File: src/rtl/id_ex_stage_reg.sv
// ID/EX pipeline register for the 5-stage MIPS pipeline: latches the decoded control
// bundle and operands, and inserts a bubble on a load-use hazard against EX.
module id_ex_stage_reg #(
  parameter int unsigned DATA_W = 32,
  parameter int unsigned REG_AW = 5
) (
  input  logic              clk,
  input  logic              rst_n,

  input  logic              id_valid,
  input  logic              id_reg_dst,
  input  logic              id_branch,
  input  logic              id_mem_read,
  input  logic              id_mem_to_reg,
  input  logic              id_mem_write,
  input  logic              id_alu_src,
  input  logic              id_reg_write,
  input  logic [1:0]        id_alu_op,
  input  logic              id_uses_rt,
  input  logic [DATA_W-1:0] id_pc4,
  input  logic [DATA_W-1:0] id_rs_data,
  input  logic [DATA_W-1:0] id_rt_data,
  input  logic [DATA_W-1:0] id_imm,
  input  logic [REG_AW-1:0] id_rs,
  input  logic [REG_AW-1:0] id_rt,
  input  logic [REG_AW-1:0] id_rd,

  input  logic              stall,
  input  logic              flush,

  output logic              hazard_stall,

  output logic              ex_valid,
  output logic              ex_reg_dst,
  output logic              ex_branch,
  output logic              ex_mem_read,
  output logic              ex_mem_to_reg,
  output logic              ex_mem_write,
  output logic              ex_alu_src,
  output logic              ex_reg_write,
  output logic [1:0]        ex_alu_op,
  output logic [DATA_W-1:0] ex_pc4,
  output logic [DATA_W-1:0] ex_rs_data,
  output logic [DATA_W-1:0] ex_rt_data,
  output logic [DATA_W-1:0] ex_imm,
  output logic [REG_AW-1:0] ex_rs,
  output logic [REG_AW-1:0] ex_rt,
  output logic [REG_AW-1:0] ex_rd
);

  logic rt_dep;
  logic load_use;

  // A load into $0 never produces a value anyone waits for.
  assign rt_dep   = (ex_rt == id_rs) | (id_uses_rt & (ex_rt == id_rt));
  assign load_use = ex_valid & ex_mem_read & (ex_rt != '0) & id_valid & rt_dep;

  // Under an external hold or a flush the stage is not advancing, so no bubble is needed.
  assign hazard_stall = load_use & ~stall & ~flush;

  always_ff @(posedge clk or negedge rst_n) begin
    if (!rst_n) begin
      ex_valid      <= 1'b0;
      ex_reg_dst    <= 1'b0;
      ex_branch     <= 1'b0;
      ex_mem_read   <= 1'b0;
      ex_mem_to_reg <= 1'b0;
      ex_mem_write  <= 1'b0;
      ex_alu_src    <= 1'b0;
      ex_reg_write  <= 1'b0;
      ex_alu_op     <= '0;
      ex_pc4        <= '0;
      ex_rs_data    <= '0;
      ex_rt_data    <= '0;
      ex_imm        <= '0;
      ex_rs         <= '0;
      ex_rt         <= '0;
      ex_rd         <= '0;
    end else if (flush || (!stall && hazard_stall)) begin
      ex_valid      <= 1'b0;
      ex_reg_dst    <= 1'b0;
      ex_branch     <= 1'b0;
      ex_mem_read   <= 1'b0;
      ex_mem_to_reg <= 1'b0;
      ex_mem_write  <= 1'b0;
      ex_alu_src    <= 1'b0;
      ex_reg_write  <= 1'b0;
      ex_alu_op     <= '0;
      ex_pc4        <= '0;
      ex_rs_data    <= '0;
      ex_rt_data    <= '0;
      ex_imm        <= '0;
      ex_rs         <= '0;
      ex_rt         <= '0;
      ex_rd         <= '0;
    end else if (!stall) begin
      // Controls are qualified by id_valid so an empty ID slot enters EX as a bubble.
      ex_valid      <= id_valid;
      ex_reg_dst    <= id_reg_dst & id_valid;
      ex_branch     <= id_branch & id_valid;
      ex_mem_read   <= id_mem_read & id_valid;
      ex_mem_to_reg <= id_mem_to_reg & id_valid;
      ex_mem_write  <= id_mem_write & id_valid;
      ex_alu_src    <= id_alu_src & id_valid;
      ex_reg_write  <= id_reg_write & id_valid;
      ex_alu_op     <= id_alu_op & {2{id_valid}};
      ex_pc4        <= id_pc4;
      ex_rs_data    <= id_rs_data;
      ex_rt_data    <= id_rt_data;
      ex_imm        <= id_imm;
      ex_rs         <= id_rs;
      ex_rt         <= id_rt;
      ex_rd         <= id_rd;
    end
  end

endmodule
File: config.mk
export PLATFORM = sky130hd
export DESIGN_NAME = id_ex_stage_reg
export DESIGN_NICKNAME = d
export VERILOG_FILES = /design/src/rtl/id_ex_stage_reg.sv
export SDC_FILE = /design/constraint.sdc
export NUM_CORES = 1
export LEC_CHECK = 0
export CORE_MARGIN = 2
export CORE_UTILIZATION = 39
export DETAILED_ROUTE_END_ITERATION = 16
export HOLD_SLACK_MARGIN = 0.02
export PLACE_DENSITY_LB_ADDON = 0.25
export SYNTH_ARGS = -nofsm -noshare
export SYNTH_HDL_FRONTEND = slang
export SYNTH_SLANG_ARGS = --single-unit
File: constraint.sdc
create_clock -name clk -period 1.9 [get_ports clk]
set_input_delay 0.38 -clock clk [delete_from_list [all_inputs] [get_ports clk]]
set_output_delay 0.38 -clock clk [all_outputs]
set_load 0.1 [all_outputs]
==> metrics.txt <==
# TYPE chip_impl_metric gauge
chip_impl_info{name="outcome",value="finished with violations"} 1
chip_impl_info{name="violations_in_the_final_reports",value="negative setup slack"} 1
chip_impl_metric{name="num_io_pins",unit=""} 312
chip_impl_metric{name="multi_input_area",unit="um2"} 3090
chip_impl_metric{name="design.die.area",unit="um2"} 19500
chip_impl_info{name="tritoncts",value="done"} 1
chip_impl_metric{name="die_y",unit="um"} 140
chip_impl_metric{name="power_switching",unit="mW"} 4.81
chip_impl_metric{name="gp_congestion",unit=""} 0.841
chip_impl_metric{name="fin_crit_sh",unit="%"} 122
chip_impl_metric{name="p_int",unit="mW"} 6.94
chip_impl_metric{name="drt_first_iter_violations",unit=""} 417
chip_impl_metric{name="cts_htree_levels",unit=""} 4
chip_impl_metric{name="worst_skew_pair.late_latency",unit="ns"} 0.42
chip_impl_metric{name="grt_use_total",unit="%"} 24.4
chip_impl_metric{name="clkPwrFrac",unit="%"} 30.2
chip_impl_metric{name="power_leakage",unit="nW"} 4.90
chip_impl_metric{name="yosys_register_bits",unit=""} 153
chip_impl_info{name="critical_path_class",value="reg -> out"} 1
chip_impl_info{name="dominantRegCellSynth",value="dfrtp_1"} 1
chip_impl_metric{name="first_pass_grt_wire_length",unit="mm"} 38.8
chip_impl_metric{name="synth_area_per_cell",unit="um2"} 9.76
chip_impl_metric{name="num_rows",unit=""} 49
chip_impl_metric{name="slew_violations",unit=""} 0
chip_impl_metric{name="syn-instance-count",unit=""} 735
chip_impl_info{name="timing.critical_path.cells",value="or4_4, o2111ai_4, nor2b_4, buf_12"} 1
chip_impl_metric{name="sink_count_of_the_clock_tree",unit=""} 153
chip_impl_info{name="crit_family",value="simple AND/OR/NAND/NOR gates"} 1
chip_impl_info{name="grt_setup_unrepaired",value="true"} 1
chip_impl_metric{name="grt_antenna_before_repair",unit=""} 1
chip_impl_metric{name="finalHoldViolations",unit=""} 0
chip_impl_metric{name="core_area",unit="um2"} 18000
chip_impl_metric{name="post_synth_net_total",unit=""} 893
chip_impl_metric{name="vdd_drop_max",unit="V"} 0.000601
chip_impl_metric{name="max_freq",unit="MHz"} 432
chip_impl_metric{name="synth.distinct_cells",unit=""} 22
chip_impl_metric{name="clk_pin_slew_worst_paths",unit="ns"} 0.06
chip_impl_metric{name="via_count",unit=""} 7356
chip_impl_info{name="cp_slowest_cell",value="or4_4"} 1
chip_impl_metric{name="comb_power_share",unit="%"} 37.4
chip_impl_metric{name="firstDrtPassIters",unit=""} 5
chip_impl_metric{name="vias_in_the_first_global_route",unit=""} 7214
chip_impl_metric{name="layout_min_cycle_time",unit="ns"} 2.32
chip_impl_metric{name="numPortBuffers",unit=""} 311
chip_impl_metric{name="die_width",unit="um"} 140
chip_impl_metric{name="cp.required",unit="ns"} 1.52
chip_impl_metric{name="timing.max_slew.rel_slack",unit="%"} 72.9
chip_impl_metric{name="max_cap_violations",unit=""} 0
chip_impl_info{name="library_cell_occupying_the_most_area_in_the_post_synthesis_netlist",value="dfrtp_1"} 1
chip_impl_metric{name="netlist.area_leader.share",unit="%"} 53.3
chip_impl_metric{name="postRouteAntennaNets",unit=""} 0
chip_impl_metric{name="swShare",unit="%"} 40.9
chip_impl_metric{name="drc",unit=""} 0
chip_impl_metric{name="placement.setup.worst_slack",unit="ns"} -0.386
chip_impl_metric{name="synth_edf_count",unit=""} 0
chip_impl_metric{name="globalRoute.totalOverflow",unit=""} 0
chip_impl_metric{name="critical_path_arrival",unit="ns"} 1.94
chip_impl_metric{name="synth_warn",unit=""} 0
chip_impl_metric{name="share_seq_of_total_power",unit="%"} 32.4
chip_impl_metric{name="vias_per_cell",unit=""} 5.69
chip_impl_metric{name="power_per_cell_area",unit="nW/um2"} 1000
chip_impl_info{name="netlist_top_cells_area",value="dfrtp_1 53%, a32oi_1 17%, nand2_1 8.4%"} 1
chip_impl_metric{name="ys_seq_area_share",unit="%"} 53.3
chip_impl_metric{name="wl_per_cell",unit="um"} 18.7
chip_impl_metric{name="area_growth",unit="%"} 63.4
chip_impl_metric{name="worst_setup_slack_after_layout",unit="ns"} -0.417
chip_impl_metric{name="path_max_fanout",unit=""} 2
chip_impl_metric{name="setup_viol_count_final",unit=""} 152
chip_impl_metric{name="crit_buf_inv",unit=""} 1
chip_impl_metric{name="drive_above_1_share",unit="%"} 26.4
chip_impl_metric{name="sum_of_net_half_perimeters_after_detailed_placement",unit="mm"} 16.5
chip_impl_info{name="synth.top_cells.by_count",value="160 x nand2_1, 153 x dfrtp_1, 142 x a32oi_1"} 1
chip_impl_metric{name="initial_core_util",unit="%"} 39.8
chip_impl_metric{name="wirelength",unit="mm"} 24.2
chip_impl_metric{name="final_net_count",unit=""} 1208
chip_impl_metric{name="largest_net_degree_at_the_start_of_global_routing",unit=""} 56
chip_impl_metric{name="cts_buffers",unit=""} 17
chip_impl_metric{name="worst_slew_pin_slew",unit="ns"} 0.406
chip_impl_metric{name="sequential_cell_area",unit="um2"} 3850
chip_impl_metric{name="mappedNetlistArea",unit="um2"} 7180
chip_impl_info{name="clk_root_buffer_cell",value="clkbuf_16"} 1
chip_impl_metric{name="timing.hold.ws",unit="ns"} 0.441
chip_impl_info{name="end_kind",value="output pin"} 1
chip_impl_metric{name="layout.core_utilization",unit="%"} 65.0
chip_impl_metric{name="buffers_from_clock_root_to_sink_at_most",unit=""} 2
chip_impl_metric{name="synth-async-reset-ratio",unit="%"} 100
chip_impl_info{name="category_of_the_worst_setup_path_launch_point",value="flop"} 1
chip_impl_metric{name="final.fill_count",unit=""} 1456
chip_impl_metric{name="timing.critical_path.slowest_cell_delay",unit="ns"} 0.56
chip_impl_info{name="synth_most_common_cell",value="nand2_1"} 1
chip_impl_metric{name="clock_skew",unit="ns"} 0.0104
chip_impl_info{name="hold_path.class",value="in -> async"} 1
layer usage:
| metal | wire [um] | vias to the layer above | GRT usage, % |
|---|---|---|---|
| met4 | 569 | 0 | 9.00 |
| met2 | 11500 | 347 | 37.7 |
| met5 | 0 | - | 0 |
| met1 | 10000 | 3539 | 32.9 |
| li1 | - | 3434 | - |
| met3 | 2130 | 36 | 6.99 |
cell type report:
class | count | area share [%]
repair buffers | 383 | 33.1
flip-flops and latches | 153 | 32.8
multi-input cells | 495 | 26.3
clock buffers | 19 | 3.86
well taps | 229 | 2.44
clock inverters | 13 | 1.44
diodes | 1 | 0.0213
worst reg2reg max path: stages, from the launching register on:
cell and delay (ns):
dfrtp_4 0.47, or4_4 0.56, o2111ai_4 0.24, buf_4 0.23, buf_12 0.20, buf_4 0.20, a32oi_1 0.10, o21ai_0 0.10
metrics by stage:
stage	area (um2)	power [mW]	instances	TNS, ns
5_1_grt	11700	12.2	1293	-34.34
2_1_floorplan	7220	6.69	735	-12.55
3_5_place_dp	10900	8.19	1252	-38.10
3_3_place_gp	10900	8.16	1252	-37.88
6_report	11700	11.7	1293	-22.48
4_1_cts	11700	11.8	1294	-26.67
repair_timing:
item                                    in CTS  in global routing
gates resized for setup                      6                 10
hold endpoints to repair                    31                  0
cloned                                       1                  0
pin swaps                                    5                  6
endpoints found under the setup margin     152                154
setup buffers                                8                  1
hold buffers                                 1                  0
placed cells by master, fill, tap and decap left out, types with 5 or more instances in the layout:
cell type        netlist  routed
o21ai_0               91      90
dfrtp_1              153     146
dfrtp_4                0       5
buf_12                 0      45
o211ai_1               5       5
o221ai_1              10       7
a22oi_1                6       6
clkdlybuf4s50_1        0     156
xnor2_1               10       5
buf_4                  2     174
a32oi_1              142     142
o21ai_1               52      53
buf_6                  6       6
nand2_1              160     160
clkinv_4               0       6
clkbuf_16              0      17
nor3b_1               11      10
cells by family (layout without fill, tap and decap cells):
logic type / after synthesis / count (layout) / synth area share [%]
buf+inv: 87 / 415 / 5.46
compound gates: 308 / 308 / 30.0
flops: 153 / 153 / 53.3
xor+xnor: 10 / 10 / 1.22
simple gates: 177 / 177 / 10.0
other cells: 0 / 1 / 0
power by group through the flow:
stage / sequential, mW / clock, mW / combinational [mW]
floorplan: 6.13 / 0 / 0.560
global placement: 3.85 / 0 / 4.31
detailed placement: 3.85 / 0 / 4.35
CTS: 3.80 / 3.63 / 4.39
global route: 3.84 / 3.78 / 4.56
finish: 3.81 / 3.55 / 4.39
final timing paths:
| kind | startpoint | end | slack (ns) | cells past startpoint |
|---|---|---|---|---|
| max in group asynchronous | rst_n | ex_mem_read | 0.86 | 3 |
| min reg2reg | ex_pc4[14] | ex_pc4[14] | 0.50 | 2 |
| max | ex_rt[2] | hazard_stall | -0.42 | 4 |
| min in group clk | ex_pc4[14] | ex_pc4[14] | 0.50 | 2 |
| max reg2reg | ex_rt[2] | ex_rt_data[0] | -0.26 | 7 |
| min | rst_n | ex_rt_data[11] | 0.44 | 2 |
Power figures use the tool's default switching activity.
